===== config.mk =====
export PLATFORM = sky130hd
export DESIGN_NAME = pipe_ctrl
export DESIGN_NICKNAME = d
export VERILOG_FILES = /design/src/rtl/pipe_ctrl_pkg.sv /design/src/rtl/pipe_ctrl_wdog.sv /design/src/rtl/pipe_ctrl.sv
export SDC_FILE = /design/constraint.sdc
export NUM_CORES = 1
export LEC_CHECK = 0
export BUFFER_PORTS_ARGS = -buffer_cell sky130_fd_sc_hd__buf_2
export CAP_MARGIN = 20
export CORE_AREA = 2 2 71 60
export CTS_CLUSTER_DIAMETER = 100
export DETAILED_ROUTE_END_ITERATION = 10
export DIE_AREA = 0 0 73 62
export GPL_TIMING_DRIVEN = 0
export SYNTH_ARGS = -nofsm -noshare
export SYNTH_HDL_FRONTEND = slang
export SYNTH_SLANG_ARGS = --single-unit

===== constraint.sdc =====
create_clock -name clk -period 1.9 [get_ports clk]
set_input_delay 0.095 -clock clk [delete_from_list [all_inputs] [get_ports clk]]
set_output_delay 0.095 -clock clk [all_outputs]
set_load 0.02 [all_outputs]

===== src/rtl/pipe_ctrl_pkg.sv =====
// Shared stage indices, FSM encoding and pause/flush patterns for the
// pipeline hazard/flush controller.
package pipe_ctrl_pkg;

   localparam int unsigned NSTAGE = 5;

   localparam int unsigned STG_PC     = 0;
   localparam int unsigned STG_IF_ID  = 1;
   localparam int unsigned STG_ID_EX  = 2;
   localparam int unsigned STG_EX_MEM = 3;
   localparam int unsigned STG_MEM_WB = 4;

   typedef logic [NSTAGE-1:0] stage_vec_t;

   typedef enum logic {
      RUN     = 1'b0,
      BR_PEND = 1'b1
   } state_e;

   // Per-cycle control word driven into the pipeline registers
   typedef struct packed {
      stage_vec_t pause;
      stage_vec_t flush;
   } pipe_ctl_t;

   localparam stage_vec_t B_PC     = stage_vec_t'(1) << STG_PC;
   localparam stage_vec_t B_IF_ID  = stage_vec_t'(1) << STG_IF_ID;
   localparam stage_vec_t B_ID_EX  = stage_vec_t'(1) << STG_ID_EX;
   localparam stage_vec_t B_EX_MEM = stage_vec_t'(1) << STG_EX_MEM;
   localparam stage_vec_t B_MEM_WB = stage_vec_t'(1) << STG_MEM_WB;

   localparam stage_vec_t PAUSE_MEM = B_PC | B_IF_ID | B_ID_EX | B_EX_MEM; // 01111
   localparam stage_vec_t FLUSH_MEM = B_MEM_WB;                            // 10000
   localparam stage_vec_t PAUSE_EX  = B_PC | B_IF_ID | B_ID_EX;            // 00111
   localparam stage_vec_t FLUSH_EX  = B_EX_MEM;                            // 01000
   localparam stage_vec_t FLUSH_BR  = B_IF_ID | B_ID_EX;                   // 00110
   localparam stage_vec_t PAUSE_ID  = B_PC | B_IF_ID;                      // 00011
   localparam stage_vec_t FLUSH_ID  = B_ID_EX;                             // 00100
   localparam stage_vec_t FLUSH_EXC = B_IF_ID | B_ID_EX | B_EX_MEM;        // 01110

endpackage


===== src/rtl/pipe_ctrl_wdog.sv =====
// Stall watchdog: saturating count of consecutive paused cycles and a
// sticky hang flag that only reset clears.
module pipe_stall_wdog #(
   parameter int unsigned MAX_STALL = 255,
   parameter int unsigned CNT_W     = 8
) (
   input  logic clk,
   input  logic rst_n,
   input  logic stall_i,
   output logic hang_o
);

   localparam logic [CNT_W-1:0] CNT_MAX = {CNT_W{1'b1}};
   localparam logic [CNT_W-1:0] LIMIT   = CNT_W'(MAX_STALL);

   logic [CNT_W-1:0] cnt_q, cnt_d;
   logic             hang_q, hang_d;

   always_comb begin
      cnt_d  = '0;
      hang_d = hang_q;
      if (stall_i) begin
         cnt_d = (cnt_q == CNT_MAX) ? cnt_q : cnt_q + CNT_W'(1);
      end
      if (cnt_d >= LIMIT) begin
         hang_d = 1'b1;
      end
   end

   always_ff @(posedge clk or negedge rst_n) begin
      if (!rst_n) begin
         cnt_q  <= '0;
         hang_q <= 1'b0;
      end else begin
         cnt_q  <= cnt_d;
         hang_q <= hang_d;
      end
   end

   assign hang_o = hang_q;

endmodule


===== src/rtl/pipe_ctrl.sv =====
// Central hazard/flush controller: arbitrates stalls, branch redirects and
// exceptions into per-stage pause/flush lines with zero-cycle response.
module pipe_ctrl
   import pipe_ctrl_pkg::*;
#(
   parameter int unsigned       ADDR_W     = 16,
   parameter logic [ADDR_W-1:0] EXC_VECTOR = ADDR_W'(16'h0004),
   parameter int unsigned       MAX_STALL  = 255,
   parameter int unsigned       CNT_W      = 8
) (
   input  logic              clk,
   input  logic              rst,
   input  logic              stallreq_id_i,
   input  logic              stallreq_ex_i,
   input  logic              stallreq_mem_i,
   input  logic              branch_i,
   input  logic [ADDR_W-1:0] branch_target_i,
   input  logic              exc_i,
   output logic [NSTAGE-1:0] pause_o,
   output logic [NSTAGE-1:0] flush_o,
   output logic              redirect_o,
   output logic [ADDR_W-1:0] new_pc_o,
   output logic              hang_o
);

   state_e            state_q, state_d;
   logic [ADDR_W-1:0] pend_q, pend_d;
   pipe_ctl_t         ctl;
   logic              redirect;
   logic [ADDR_W-1:0] new_pc;

   always_ff @(posedge clk or negedge rst) begin
      if (!rst) begin
         state_q <= RUN;
         pend_q  <= '0;
      end else begin
         state_q <= state_d;
         pend_q  <= pend_d;
      end
   end

   // Priority: exception > MEM stall > EX stall > redirect > ID stall
   always_comb begin
      state_d  = state_q;
      pend_d   = pend_q;
      ctl      = '0;
      redirect = 1'b0;
      new_pc   = '0;

      if (exc_i) begin
         ctl.flush = FLUSH_EXC;
         redirect  = 1'b1;
         new_pc    = EXC_VECTOR;
         state_d   = RUN;
         pend_d    = '0;
      end else if (stallreq_mem_i || stallreq_ex_i) begin
         if (stallreq_mem_i) begin
            ctl.pause = PAUSE_MEM;
            ctl.flush = FLUSH_MEM;
         end else begin
            ctl.pause = PAUSE_EX;
            ctl.flush = FLUSH_EX;
         end
         // A branch resolved under a stall waits for the stall to clear
         if (state_q == RUN && branch_i) begin
            pend_d  = branch_target_i;
            state_d = BR_PEND;
         end
      end else if (state_q == BR_PEND) begin
         ctl.flush = FLUSH_BR;
         redirect  = 1'b1;
         new_pc    = pend_q;
         state_d   = RUN;
         pend_d    = '0;
      end else if (branch_i) begin
         ctl.flush = FLUSH_BR;
         redirect  = 1'b1;
         new_pc    = branch_target_i;
      end else if (stallreq_id_i) begin
         ctl.pause = PAUSE_ID;
         ctl.flush = FLUSH_ID;
      end
   end

   assign pause_o    = ctl.pause;
   assign flush_o    = ctl.flush;
   assign redirect_o = redirect;
   assign new_pc_o   = new_pc;

   pipe_stall_wdog #(
      .MAX_STALL (MAX_STALL),
      .CNT_W     (CNT_W)
   ) u_wdog (
      .clk     (clk),
      .rst_n   (rst),
      .stall_i (|ctl.pause),
      .hang_o  (hang_o)
   );

endmodule


==> results.yml <==
critical_path:
  crit_arrival_ps: 1660
  critical_path.top_delay_family: "buffers and inverters"
  slowest_delay_ps: 380
  cp.required_ps: 1800
  endpoint_kind: "output port"
  critPathLaunchType: "flop"
  path_common_cell: "clkbuf_2"
  crit_type: "reg2out"
  cp_num_buf_inv: 3
  crit_slowest_cell: "dfrtp_1"
  path_cells: "nor2b_1 > clkbuf_2 > clkbuf_2 > a22oi_1 > nor2_1 > buf_2"
  path_max_fanout: 10
place:
  place_ws_ps: 185
  placed_area_mm2: 0.00178
  numPortBuffers: 48
  place.gp.congestion: 0.888
  post-dp-hpwl_um: 2770
clocking:
  cts_buffers: 3
  path_clk_slew_ps: 90
  cts_sinks: 26
  root_buffer: "clkbuf_8"
  worstSkewPairLatency_ps: 270
  clockBufferDepth: 2
  h-tree-depth: 1
  tritoncts: "done"
routing:
  wirelength_um: 3750
  drt_iter0_markers: 92
  vias: 1421
  vias_per_cell: 5.62
  drc: 0
  dr.pass1.iters: 4
  wl_per_cell_um: 14.8
  postRouteAntennaNets: 0
floorplan:
  die_x_um: 73
  rows: 21
  die_h_um: 62
  initial_core_util_pct: 37.7
  pin_count: 51
  dieArea_mm2: 0.00453
  core-area_mm2: 0.00392
final_layout:
  drive_gt1_share_pct: 40.1
  final_nets: 232
  diodes: 0
  syn_to_final_growth_pct: 26.3
  fin_area_mm2: 0.00186
timing:
  holdWs_ps: 86.5
  finalWorstSetupSlack_ps: 142
  max_freq_mhz: 569
  skew_ps: 6.72
  tightestPinTransition_ps: 598
  fin_crit_ps: 1760
  hold_viol: 0
  setup_viol: 0
  fin_crit_sh_pct: 92.5
  setup_tns_ps: 0
  relSlewSlack_pct: 60.1
  drv_slew: 0
grt:
  grt_max_degree: 27
  grt.total_usage_pct: 16.6
  grt_pass1_vias: 1283
  grt_antenna_before_repair: 0
  gr-total-overflow: 0
  grt_first_pass_wirelength_um: 5820
synthesis:
  synthCells: 152
  synth_top_area_share_pct: 44.1
  avgSynthCellArea_um2: 9.71
  synth-async-reset-ratio_pct: 100
  yosys-top-cells-area: "dfrtp_1 (44%), a22oi_1 (7.6%), a32o_2 (7.6%)"
  post-synth-top-area-cell: "dfrtp_1"
  netlist_area_mm2: 0.00148
  synth_enable_flop_cells: 0
  synthFlopType: "dfrtp_1"
  yosysWarnings: 0
  synthDistinctLibCells: 39
  seq_area_frac_synth_pct: 44.1
  synth-seq-cells: 26
pwr:
  p_leak_uw: 0.000952
  peakVddDrop_uv: 337
  power.density_mw_per_mm2: 657
worst_hold_path:
  min_path_type: "in2reg"
flow_run:
  drv_cap: 0
run_status:
  outcome: "finished, final reports clean"
-- what timing repair did --
item,CTS,global route
resized for setup,3,4
pin swaps,0,1
setup buffers,0,1
hold buffers,1,0
hold endpoints to repair,26,0
endpoints found under the setup margin,17,16
-- area by class of cell --
| type | instances | area (um2) |
|---|---|---|
| Buffer | 17 | 108 |
| Tap cell | 46 | 57.6 |
| Multi-Input combinational cell | 105 | 717 |
| Timing Repair Buffer | 50 | 258 |
| Fill cell | 367 | 2050 |
| Clock buffer | 4 | 55.1 |
| Sequential cell | 26 | 651 |
| Inverter | 5 | 18.8 |
-- final timing paths --
kind                                     start               to  slack, ps  cells past startpoint
max in group asynchronous                  rst        pend_q[5]       1150                      2
min in group asynchronous                  rst  u_wdog.cnt_q[7]        360                      2
hold / removal             branch_target_i[14]       pend_q[14]         90                      2
hold reg to reg                  u_wdog.hang_o    u_wdog.hang_o        480                      1
setup / recovery                       state_q     new_pc_o[14]        140                      6
setup reg to reg                       state_q    u_wdog.hang_o        300                      6
-- power breakdown --
part / switching, uW / total (uW) / internal (uW)
Combinational: 160 / 269 / 108
Clock: 172 / 357 / 185
Sequential: 19.4 / 599 / 579
Total: 352 / 1220 / 873
-- worst register-to-register path: stages (launching register included) --
cell and delay (ps):
dfrtp_1 380, buf_2 190, nor2_1 280, a31oi_4 130, buf_4 190, a211oi_2 180, a41o_1 190
-- metrics by stage --
step,util [%],instances,total power [uW]
2_1_floorplan,-,153,773
3_3_place_gp,45.4,247,861
3_5_place_dp,45.4,247,870
4_1_cts,47.4,252,1240
5_1_grt,47.6,253,1290
6_report,47.6,253,1220
-- kinds of logic after synthesis --
group	Yosys count	share of synthesized area [%]
AND/OR/NAND/NOR	51	15.3
multiplexers	2	1.44
buffers and inverters	22	8.22
adder cells (fa/ha/maj)	1	0.847
AO/OA/AOI/OAI	47	28.6
flip-flops	26	44.1
XOR/XNOR	2	1.19
other	1	0.254
-- placed cells by master, fill, tap and decap left out, types with 4 or more instances in the layout --
cell	n
buf_2	49
nor2_1	29
dfrtp_1	26
a22oi_1	15
a32o_2	10
buf_4	7
a32o_1	6
nand2_1	5
nor3_1	5
inv_1	4
clkbuf_1	4
nand3_1	4
a21oi_1	4
clkbuf_2	4
clkbuf_8	4
-- flip-flops by register name, summed over array words and instances, names as in the netlist --
register,flops
pend_q,16
u_wdog.hang_o,1
state_q,1
u_wdog.cnt_q,8
-- Yosys cell counts (2+ instances only) --
cell type	instances
a21oi_1	4
a22oi_1	15
a31oi_1	2
a32o_1	6
a32o_2	10
buf_4	6
buf_6	2
clkbuf_1	8
dfrtp_1	26
inv_1	4
nand2_1	5
nand3_1	4
nor2_1	29
nor3_1	5
xnor2_1	2
-- layer usage --
| layer | vias to the layer above | routed length [um] | global-route usage [%] |
|---|---|---|---|
| met5 | - | 0 | 0 |
| met4 | 0 | 20 | 3.70 |
| met3 | 2 | 242 | 4.19 |
| met2 | 51 | 1760 | 27.3 |
| met1 | 695 | 1730 | 22.5 |
| li1 | 673 | - | - |
Power figures use the tool's default switching activity.
